===== src/rtl/vga_pkg.sv =====
// ---------------------------------------------------------------------------
// vga_pkg
// Shared definitions for the snake-game VGA block: snake cell codes, default
// 640x480@60 timing, default 12-bit palette, the S1 pipeline flag bundle and
// the per-channel colour halving used by the pause (dim) screen.
// ---------------------------------------------------------------------------
package vga_pkg;

    // Cell codes returned by the game logic for the queried cell.
    localparam logic [1:0] CELL_EMPTY = 2'b00;
    localparam logic [1:0] CELL_HEAD  = 2'b01;
    localparam logic [1:0] CELL_BODY  = 2'b10;
    localparam logic [1:0] CELL_WALL  = 2'b11;

    // Default 640x480 timing (pixels / lines).
    localparam int DEF_H_ACTIVE = 640;
    localparam int DEF_H_FP     = 16;
    localparam int DEF_H_SYNC   = 96;
    localparam int DEF_H_BP     = 48;
    localparam int DEF_V_ACTIVE = 480;
    localparam int DEF_V_FP     = 10;
    localparam int DEF_V_SYNC   = 2;
    localparam int DEF_V_BP     = 33;

    // Raster counter width; covers totals up to 4095.
    localparam int CNT_W = 12;

    // Widest colour the halving helper handles.
    localparam int MAX_COLOR_W = 36;

    // Default palette for a 12-bit (4:4:4) colour bus.
    localparam logic [11:0] DEF_COL_HEAD  = 12'h0F0;
    localparam logic [11:0] DEF_COL_BODY  = 12'h0A0;
    localparam logic [11:0] DEF_COL_WALL  = 12'h888;
    localparam logic [11:0] DEF_COL_APPLE = 12'hF00;
    localparam logic [11:0] DEF_COL_BG    = 12'h000;

    // Raster decode carried from S1 to S2 alongside x_pos/y_pos.
    typedef struct packed {
        logic vis;
        logic hs;
        logic vs;
        logic first;
    } s1_flags_t;

    // Shift every ch_w-bit channel right by one: each result bit takes the
    // next-higher input bit, except a channel MSB which becomes 0.
    function automatic logic [MAX_COLOR_W-1:0] halve_channels(
        input logic [MAX_COLOR_W-1:0] color,
        input int                     ch_w
    );
        logic [MAX_COLOR_W-1:0] result;
        result = '0;
        for (int i = 0; i < MAX_COLOR_W - 1; i++) begin
            result[i] = (((i + 1) % ch_w) == 0) ? 1'b0 : color[i + 1];
        end
        return result;
    endfunction

endpackage


===== src/rtl/vga_timing.sv =====
// ---------------------------------------------------------------------------
// vga_timing
// Pixel clock-enable and raster counters with visible/sync decode.
//   clk, rst      : system clock, synchronous active-high reset
//   pix_en        : one clk in every CLK_DIV (always 1 when CLK_DIV == 1)
//   h_cnt, v_cnt  : raster position, advance on pix_en only
//   vis, hs, vs   : decoded from the current counters (sync active-high here)
//   first         : counters sit at pixel (0,0)
// ---------------------------------------------------------------------------
module vga_timing
    import vga_pkg::*;
#(
    parameter int CLK_DIV  = 4,
    parameter int H_ACTIVE = DEF_H_ACTIVE,
    parameter int H_FP     = DEF_H_FP,
    parameter int H_SYNC   = DEF_H_SYNC,
    parameter int H_BP     = DEF_H_BP,
    parameter int V_ACTIVE = DEF_V_ACTIVE,
    parameter int V_FP     = DEF_V_FP,
    parameter int V_SYNC   = DEF_V_SYNC,
    parameter int V_BP     = DEF_V_BP
) (
    input  logic             clk,
    input  logic             rst,
    output logic             pix_en,
    output logic [CNT_W-1:0] h_cnt,
    output logic [CNT_W-1:0] v_cnt,
    output logic             vis,
    output logic             hs,
    output logic             vs,
    output logic             first
);

    localparam int DIV_W = (CLK_DIV > 1) ? $clog2(CLK_DIV) : 1;
    localparam logic [DIV_W-1:0] DIV_LAST = DIV_W'(CLK_DIV - 1);

    localparam logic [CNT_W-1:0] H_VIS    = CNT_W'(H_ACTIVE);
    localparam logic [CNT_W-1:0] HS_START = CNT_W'(H_ACTIVE + H_FP);
    localparam logic [CNT_W-1:0] HS_END   = CNT_W'(H_ACTIVE + H_FP + H_SYNC);
    localparam logic [CNT_W-1:0] H_LAST   = CNT_W'(H_ACTIVE + H_FP + H_SYNC + H_BP - 1);
    localparam logic [CNT_W-1:0] V_VIS    = CNT_W'(V_ACTIVE);
    localparam logic [CNT_W-1:0] VS_START = CNT_W'(V_ACTIVE + V_FP);
    localparam logic [CNT_W-1:0] VS_END   = CNT_W'(V_ACTIVE + V_FP + V_SYNC);
    localparam logic [CNT_W-1:0] V_LAST   = CNT_W'(V_ACTIVE + V_FP + V_SYNC + V_BP - 1);

    logic [DIV_W-1:0] div;

    // With CLK_DIV == 1 div is stuck at 0 == DIV_LAST, so pix_en is constant 1.
    assign pix_en = (div == DIV_LAST);

    // NOTE: registered state uses non-blocking (<=) so every flop samples the
    // pre-edge values of the others; blocking here would create order-dependent races.
    always_ff @(posedge clk) begin
        if (rst) begin
            div   <= '0;
            h_cnt <= '0;
            v_cnt <= '0;
        end else begin
            div <= pix_en ? '0 : div + DIV_W'(1);
            if (pix_en) begin
                if (h_cnt == H_LAST) begin
                    h_cnt <= '0;
                    v_cnt <= (v_cnt == V_LAST) ? '0 : v_cnt + CNT_W'(1);
                end else begin
                    h_cnt <= h_cnt + CNT_W'(1);
                end
            end
        end
    end

    assign vis   = (h_cnt < H_VIS) && (v_cnt < V_VIS);
    assign hs    = (h_cnt >= HS_START) && (h_cnt < HS_END);
    assign vs    = (v_cnt >= VS_START) && (v_cnt < VS_END);
    assign first = (h_cnt == '0) && (v_cnt == '0);

endmodule


===== src/rtl/vga_grid_display.sv =====
// ---------------------------------------------------------------------------
// vga_grid_display
// VGA output for the snake game: timing generator plus a two-stage grid
// renderer. S1 registers the queried cell and raster flags; S2 samples the
// game's cell code and registers colour, syncs, de and frame_start, so all
// outputs trail the counters by exactly two pixel periods.
//   clk, rst     : system clock, synchronous active-high reset
//   snake        : cell code at (x_pos, y_pos) from the game logic
//   apple_x/y    : apple cell; VGA_reward overrides its colour when non-zero
//   dim          : halve every colour channel (pause screen)
//   x_pos, y_pos : queried cell (also updated during blanking)
//   hsync, vsync : syncs, level HS_POL / VS_POL when active
//   de           : colour_out is a visible pixel
//   frame_start  : one-clk pulse as pixel (0,0) appears on the outputs
//   color_out    : pixel colour, 0 in blanking
// ---------------------------------------------------------------------------
module vga_grid_display
    import vga_pkg::*;
#(
    parameter int   CLK_DIV   = 4,
    parameter int   H_ACTIVE  = DEF_H_ACTIVE,
    parameter int   H_FP      = DEF_H_FP,
    parameter int   H_SYNC    = DEF_H_SYNC,
    parameter int   H_BP      = DEF_H_BP,
    parameter int   V_ACTIVE  = DEF_V_ACTIVE,
    parameter int   V_FP      = DEF_V_FP,
    parameter int   V_SYNC    = DEF_V_SYNC,
    parameter int   V_BP      = DEF_V_BP,
    parameter logic HS_POL    = 1'b0,
    parameter logic VS_POL    = 1'b0,
    parameter int   CELL_LOG2 = 4,
    // Three equal channels, at most MAX_COLOR_W bits.
    parameter int   COLOR_W   = 12,
    parameter logic [COLOR_W-1:0] COL_HEAD  = COLOR_W'(DEF_COL_HEAD),
    parameter logic [COLOR_W-1:0] COL_BODY  = COLOR_W'(DEF_COL_BODY),
    parameter logic [COLOR_W-1:0] COL_WALL  = COLOR_W'(DEF_COL_WALL),
    parameter logic [COLOR_W-1:0] COL_APPLE = COLOR_W'(DEF_COL_APPLE),
    parameter logic [COLOR_W-1:0] COL_BG    = COLOR_W'(DEF_COL_BG)
) (
    input  logic               clk,
    input  logic               rst,
    input  logic [1:0]         snake,
    input  logic [5:0]         apple_x,
    input  logic [4:0]         apple_y,
    input  logic [COLOR_W-1:0] VGA_reward,
    input  logic               dim,
    output logic [9:0]         x_pos,
    output logic [9:0]         y_pos,
    output logic               hsync,
    output logic               vsync,
    output logic               de,
    output logic               frame_start,
    output logic [COLOR_W-1:0] color_out
);

    logic             pix_en;
    logic [CNT_W-1:0] h_cnt;
    logic [CNT_W-1:0] v_cnt;
    logic             vis;
    logic             hs;
    logic             vs;
    logic             first;

    vga_timing #(
        .CLK_DIV (CLK_DIV),
        .H_ACTIVE(H_ACTIVE), .H_FP(H_FP), .H_SYNC(H_SYNC), .H_BP(H_BP),
        .V_ACTIVE(V_ACTIVE), .V_FP(V_FP), .V_SYNC(V_SYNC), .V_BP(V_BP)
    ) u_timing (
        .clk   (clk),
        .rst   (rst),
        .pix_en(pix_en),
        .h_cnt (h_cnt),
        .v_cnt (v_cnt),
        .vis   (vis),
        .hs    (hs),
        .vs    (vs),
        .first (first)
    );

    // S1: present the cell query to the game logic and carry the raster flags.
    s1_flags_t s1;

    always_ff @(posedge clk) begin
        if (rst) begin
            x_pos <= '0;
            y_pos <= '0;
            s1    <= '0;
        end else if (pix_en) begin
            x_pos <= 10'(h_cnt >> CELL_LOG2);
            y_pos <= 10'(v_cnt >> CELL_LOG2);
            s1    <= '{vis: vis, hs: hs, vs: vs, first: first};
        end
    end

    // Colour mux; snake has had a full pixel period to settle since S1.
    logic               apple_hit;
    logic [COLOR_W-1:0] pixel_color;
    logic [COLOR_W-1:0] dim_color;

    assign apple_hit = (x_pos == {4'b0000, apple_x}) && (y_pos == {5'b00000, apple_y});

    // NOTE: pixel_color gets a default before any branch, so no path leaves it
    // unassigned and no latch is inferred.
    always_comb begin
        pixel_color = COL_BG;
        if (!s1.vis)                 pixel_color = '0;
        else if (snake == CELL_HEAD) pixel_color = COL_HEAD;
        else if (snake == CELL_BODY) pixel_color = COL_BODY;
        else if (snake == CELL_WALL) pixel_color = COL_WALL;
        else if (apple_hit)          pixel_color = (VGA_reward != '0) ? VGA_reward : COL_APPLE;
    end

    assign dim_color = COLOR_W'(halve_channels(MAX_COLOR_W'(pixel_color), COLOR_W / 3));

    // S2: register everything that leaves the block on the same pix_en edge.
    always_ff @(posedge clk) begin
        if (rst) begin
            color_out   <= '0;
            de          <= 1'b0;
            hsync       <= ~HS_POL;
            vsync       <= ~VS_POL;
            frame_start <= 1'b0;
        end else begin
            // Updated every clk so the pulse lasts one clk, not one pixel.
            frame_start <= pix_en & s1.first;
            if (pix_en) begin
                color_out <= dim ? dim_color : pixel_color;
                de        <= s1.vis;
                hsync     <= s1.hs ? HS_POL : ~HS_POL;
                vsync     <= s1.vs ? VS_POL : ~VS_POL;
            end
        end
    end

endmodule


===== config.mk =====
export PLATFORM = sky130hd
export DESIGN_NAME = vga_grid_display
export DESIGN_NICKNAME = d
export VERILOG_FILES = /design/src/rtl/vga_pkg.sv /design/src/rtl/vga_timing.sv /design/src/rtl/vga_grid_display.sv
export SDC_FILE = /design/constraint.sdc
export NUM_CORES = 1
export LEC_CHECK = 0
export ABC_AREA = 1
export BUFFER_PORTS_ARGS = -buffer_cell sky130_fd_sc_hd__buf_2
export CORE_MARGIN = 2
export CORE_UTILIZATION = 25
export CTS_CLUSTER_SIZE = 12
export DETAILED_ROUTE_END_ITERATION = 6
export RECOVER_POWER = 100
export SYNTH_ARGS = -nofsm -noshare
export SYNTH_HDL_FRONTEND = slang
export SYNTH_SLANG_ARGS = --single-unit

===== constraint.sdc =====
create_clock -name clk -period 1.9 [get_ports clk]
set_input_delay 0.095 -clock clk [delete_from_list [all_inputs] [get_ports clk]]
set_output_delay 0.095 -clock clk [all_outputs]
set_load 0.01 [all_outputs]

==> results of run 1 <==
[final cells by class]
cell class | count | area share
clock buffers | 11 | 0.0617
clock inverters | 4 | 0.0171
inverters | 72 | 0.0660
multi-input cells | 330 | 0.419
flip-flops and latches | 62 | 0.303
well taps | 176 | 0.0538
repair buffers | 69 | 0.0792
[cells in the final DEF (no fill, tap or decap), drive strengths merged, types with 4 or more instances in the layout]
cell,count
nand2,116
inv,72
nor2,64
dfxtp,62
clkbuf,45
nand3,38
buf,35
o21ai,17
nor3,17
a21oi,15
nand4,14
o22ai,11
xor2,10
ha,5
or2,4
a31oi,4
nor4,4
conb,4
[power groups by stage]
stage | registers, mW | logic, mW | clock network [mW]
after detailed placement | 1.35 | 0.219 | 0
after CTS | 1.32 | 0.220 | 1.80
final | 1.33 | 0.214 | 1.77
after global placement | 1.35 | 0.219 | 0
after global routing | 1.33 | 0.241 | 1.87
after floorplan | 1.35 | 0.134 | 0
[worst min-delay path by stage]
stage / start / to / slack, ps
after detailed placement: VGA_reward[1] / color_out[0] / 410
after CTS: VGA_reward[1] / color_out[0] / 70
final: VGA_reward[1] / color_out[0] / 70
after floorplan: VGA_reward[1] / color_out[0] / 270
after global routing: VGA_reward[0] / color_out[0] / 90
after global placement: u_timing.div[0] / u_timing.div[0] / 410
[state kept, by name (all words and copies together) (netlist names), 2 cells and up]
name	count
color_out	12
u_timing.h_cnt	12
u_timing.v_cnt	12
x_pos	8
y_pos	8
s1	4
u_timing.div	2
[stage by stage]
step	cells	setup slack, ps
floorplan	478	485
global placement	709	305
detailed placement	709	320
CTS	724	303
global route	724	75.0
finish	724	224
[worst max-delay path, delay by kind of cell (launching register included)]
| kind | cells | cell delay, ps |
|---|---|---|
| flops | 1 | 330 |
| compound gates | 2 | 200 |
| fa+ha+maj | 1 | 260 |
| simple gates | 3 | 510 |
| buf+inv | 3 | 340 |
[cell families (layout without fill, tap and decap cells)]
family / count (synthesis) / count (layout)
adders and majority gates: 5 / 5
DFF: 62 / 62
xor gates and xnor gates: 11 / 11
other: 1 / 4
and+or+nand+nor: 257 / 257
buffers and inverters: 86 / 156
AOI/OAI and AO/OA: 53 / 53
[layer usage]
| layer | global-route usage | up-vias | share of wire |
|---|---|---|---|
| li1 | - | 1651 | - |
| met2 | 0.199 | 104 | 0.44 |
| met5 | 0 | - | 0 |
| met3 | 0.0192 | 10 | 0.054 |
| met4 | 0.0536 | 0 | 0.017 |
| met1 | 0.176 | 1434 | 0.48 |
==> results.json, run 1 <==
{
  "io_buffers": 59,
  "start_kind": "register",
  "yosys.area_share.adder": 0.0189,
  "multi_input_area_um2": 1720,
  "die_x_um": 119,
  "ys_seq_elements": 62,
  "wl_per_cell_um": 12.3,
  "dieArea_um2": 14200,
  "clk_latency_ps": 330,
  "grt_pass1_wl_um": 14500,
  "path_cells": "ha_1 -> inv_2 -> nor2_4 -> inv_1 -> nor2_1 -> inv_2 -> a21oi_1 -> a22oi_1 -> nand2_1",
  "post_cts_buffers": 0,
  "syn_area_um2": 3310,
  "r2r_setup_slack_ps": 220,
  "r2r_start": "u_timing.div[0]",
  "r2r-end": "color_out[8]",
  "pin_count": 64,
  "required_ps": 2170,
  "fin_tns_setup_ps": 0,
  "setup.worst_path.start": "u_timing.div[0]",
  "hp-class": "in2reg",
  "synth.distinct_cells": 40,
  "ys_top_cells_by_count": "nand2_1, inv_1, dfxtp_1, nor2_1, nand3_1",
  "utilization": 0.313,
  "switching_share": 0.215,
  "muxShareOfSynthArea": 0,
  "cts_buffer_depth": 2,
  "status": "completed",
  "criticalPathCategory": "reg2reg",
  "start_util": 0.253,
  "cts_root_buf": "clkbuf_16",
  "synth_area_leaders": "dfxtp_1, nand2_1, inv_1",
  "gp_congestion": 0.903,
  "drv_cap": 0,
  "place_area_um2": 3830,
  "power_leakage_nw": 1.71,
  "ir_worst_vdd_v": 0.000382,
  "synth_area_leader_cell": "dfxtp_1",
  "ys_warn_count": 0,
  "crit_path_end": "color_out[8]",
  "layout-drive-gt1-share": 0.148,
  "sequentialPowerShare": 0.400,
  "coreArea_um2": 13100,
  "async_reset_ff_frac": 0,
  "synthCells": 475,
  "p_clk_frac": 0.535,
  "worstPathMaxFanout": 12,
  "cts_inserted_buffers": 9,
  "maxSlewViolCount": 0,
  "fin_crit_ps": 1680,
  "h-tree-depth": 3,
  "dp_hpwl_um": 6870,
  "clk_pin_slew_ps": 50,
  "r2r_cells": 9,
  "cp-end-kind": "register",
  "fill_cells": 1432,
  "clock_sinks": 62,
  "seq_area_um2": 1240,
  "syn_to_final_growth_pct": 23.6,
  "stdcell_area_um2": 4090,
  "overflow": 0,
  "antenna_cells": 0,
  "yosys.area_share.xor_xnor": 0.0291,
  "hold_viol": 0,
  "synth_top_area_share": 0.375,
  "wl_um": 8890,
  "grt_max_degree": 15,
  "rows": 42,
  "cts.repair.resized": 0,
  "setup_viol": 0,
  "antenna_found_initial": 0,
  "first_global_vias": 2921,
  "power.density_nw_per_um2": 808,
  "holdBufCountCts": 0,
  "rsz0062_at_grt": "no",
  "p_sw_mw": 0.712,
  "vias": 3199,
  "crit_top_cell": "inv_2",
  "drt-pass1-iter-count": 5,
  "skew_ps": 5.50,
  "synth_top_family_by_area": "simple AND/OR/NAND/NOR gates",
  "nNetsFinal": 577,
  "synth_most_common_cell": "nand2_1",
  "yosys.area_share.simple": 0.376,
  "fin_hold_ws_ps": 73.6,
  "postRouteAntennaNets": 0,
  "fmax_ghz": 0.597,
  "synth_edf_count": 0,
  "hold_depth": 3,
  "die_h_um": 119,
  "initialDrtViolationCount": 207,
  "ys_seq_area_frac": 0.375,
  "avgSynthCellArea_um2": 6.97,
  "track_usage": 0.128,
  "cpMaxStageDelayCell": "dfxtp_1",
  "total_power_mw": 3.31,
  "drc": 0,
  "max_stage_delay_ps": 330,
  "cp.arrival_ps": 1950,
  "p_int_mw": 2.60,
  "fin_crit_sh": 0.882,
  "synth_compound_area_frac": 0.0948,
  "combPwrFrac": 0.065,
  "drt-vias-per-instance": 4.42,
  "tritoncts": "done",
  "synth_flop_cell": "dfxtp_1"
}
Note: power is estimated with default switching activity, not from simulation.
==> run 2: changes to the inputs <==
--- a/config.mk
+++ b/config.mk
@@ -7,6 +7,7 @@
 export LEC_CHECK = 0
 export ABC_AREA = 1
 export BUFFER_PORTS_ARGS = -buffer_cell sky130_fd_sc_hd__buf_2
+export CAP_MARGIN = 0
 export CORE_MARGIN = 2
 export CORE_UTILIZATION = 25
 export CTS_CLUSTER_SIZE = 12
==> constraint.sdc (replaced) <==
create_clock -name clk -period 1.67 [get_ports clk]
set_input_delay 0.0835 -clock clk [delete_from_list [all_inputs] [get_ports clk]]
set_output_delay 0.0835 -clock clk [all_outputs]
set_load 0.01 [all_outputs]
==> results.json, run 2 (synthesis results as in run 1) <==
{
  "status": "completed",
  "hold_viol": 0,
  "fin_crit_sh": 0.954,
  "power.density_nw_per_um2": 827,
  "fin_cells": 744,
  "grt_max_degree": 15,
  "cp-end-kind": "register",
  "rows": 42,
  "ir_worst_vdd_v": 0.000445,
  "drt-vias-per-instance": 4.35,
  "power_leakage_nw": 1.79,
  "overflow": 0,
  "r2r_start": "u_timing.div[0]",
  "dieArea_um2": 14200,
  "syn_to_final_growth_pct": 28.6,
  "hold_depth": 3,
  "fin_crit_ps": 1590,
  "nNetsFinal": 596,
  "coreArea_um2": 13100,
  "dp_hpwl_um": 6770,
  "drc": 0,
  "h-tree-depth": 3,
  "wl_um": 8940,
  "path_cells": "ha_2 -> buf_6 -> nand4_1 -> nor3_2 -> buf_4 -> xor2_1 -> nor2_1",
  "maxSlewViolCount": 0,
  "grt_pass1_wl_um": 14000,
  "cpMaxStageDelayCell": "dfxtp_1",
  "cts_inserted_buffers": 9,
  "initialDrtViolationCount": 240,
  "r2r_cells": 7,
  "antenna_found_initial": 0,
  "tritoncts": "done",
  "min_to": "color_out[0]",
  "cts_root_buf": "clkbuf_16",
  "layout-drive-gt1-share": 0.217,
  "setup_viol": 0,
  "antenna_cells": 0,
  "place_inst": 720,
  "wl_per_cell_um": 12.0,
  "criticalPathCategory": "reg2reg",
  "gp_congestion": 0.902,
  "hp-class": "in2reg",
  "first_global_vias": 2877,
  "final_common_cell": "nand2_1",
  "worstPathMaxFanout": 9,
  "die_h_um": 119,
  "fmax_ghz": 0.627,
  "r2r-end": "u_timing.h_cnt[7]",
  "clk_latency_ps": 330,
  "die_x_um": 119,
  "place_area_um2": 3930,
  "cp.arrival_ps": 1810,
  "utilization": 0.325,
  "total_power_mw": 3.52,
  "vias": 3238,
  "postRouteAntennaNets": 0,
  "clock_sinks": 62,
  "max_stage_delay_ps": 330,
  "start_kind": "register",
  "drt-pass1-iter-count": 4,
  "clk_pin_slew_ps": 50,
  "fin_hold_ws_ps": 67.2,
  "min_from": "VGA_reward[1]",
  "pin_count": 64,
  "cts_buffer_depth": 2,
  "io_buffers": 59,
  "stdcell_area_um2": 4260,
  "layout_common_cells": "nand2_1, inv_1, dfxtp_1",
  "r2r_setup_slack_ps": 80,
  "timing.final.ws_setup_ps": 76.2,
  "start_util": 0.253,
  "drv_cap": 0,
  "fin_tns_setup_ps": 0,
  "preCtsSetupSlack_ps": 135,
  "skew_ps": 6.36,
  "track_usage": 0.124,
  "required_ps": 1880,
  "holdBufCountCts": 0,
  "largestRegisters": "color_out: 12 flops, u_timing.h_cnt: 12 flops, u_timing.v_cnt: 12 flops"
}
-- run 2: final cells by class --
type,instances,area (um^2)
sequential,62,1250
multi-input combinational,330,1760
tap,176,220
timing repair buffer,88,479
inverter,72,270
clock buffer,16,282
fill,1387,8830
-- run 2: how the worst max path moves through the flow --
stage | start | end | slack (ps) | cells after the start
floorplan | u_timing.div[0] | y_pos[0] | 260 | 6
global placement | y_pos[3] | color_out[1] | 140 | 10
detailed placement | u_timing.h_cnt[0] | u_timing.v_cnt[4] | 130 | 8
CTS | y_pos[3] | color_out[2] | 130 | 10
global route | u_timing.h_cnt[0] | u_timing.h_cnt[9] | -30 | 7
finish | u_timing.div[0] | u_timing.h_cnt[7] | 80 | 7
-- run 2: metal layers --
layer | wire length, um | GRT usage | share of wire
met1 | 4220 | 0.168 | 0.47
met2 | 3970 | 0.192 | 0.44
met3 | 593 | 0.0220 | 0.066
met4 | 160 | 0.0558 | 0.018
met5 | 0 | 0 | 0
-- run 2: critical path: cells and delay by family, from the launching register on --
| kind | cells | cell delay [ps] |
|---|---|---|
| and+or+nand+nor | 3 | 490 |
| xor gates and xnor gates | 1 | 150 |
| DFF | 1 | 330 |
| adders and majority gates | 1 | 210 |
| buffers and inverters | 2 | 290 |
-- run 2: power by group --
part / internal (mW) / switching, mW / total, mW
clock network: 1.13 / 0.625 / 1.75
logic: 0.0933 / 0.168 / 0.261
registers: 1.50 / 0.00939 / 1.51
total: 2.72 / 0.802 / 3.52
-- run 2: what timing repair did --
action / CTS / global route
setup endpoints to repair: 0 / 4
gates resized for setup: 0 / 21
setup buffers: 0 / 8
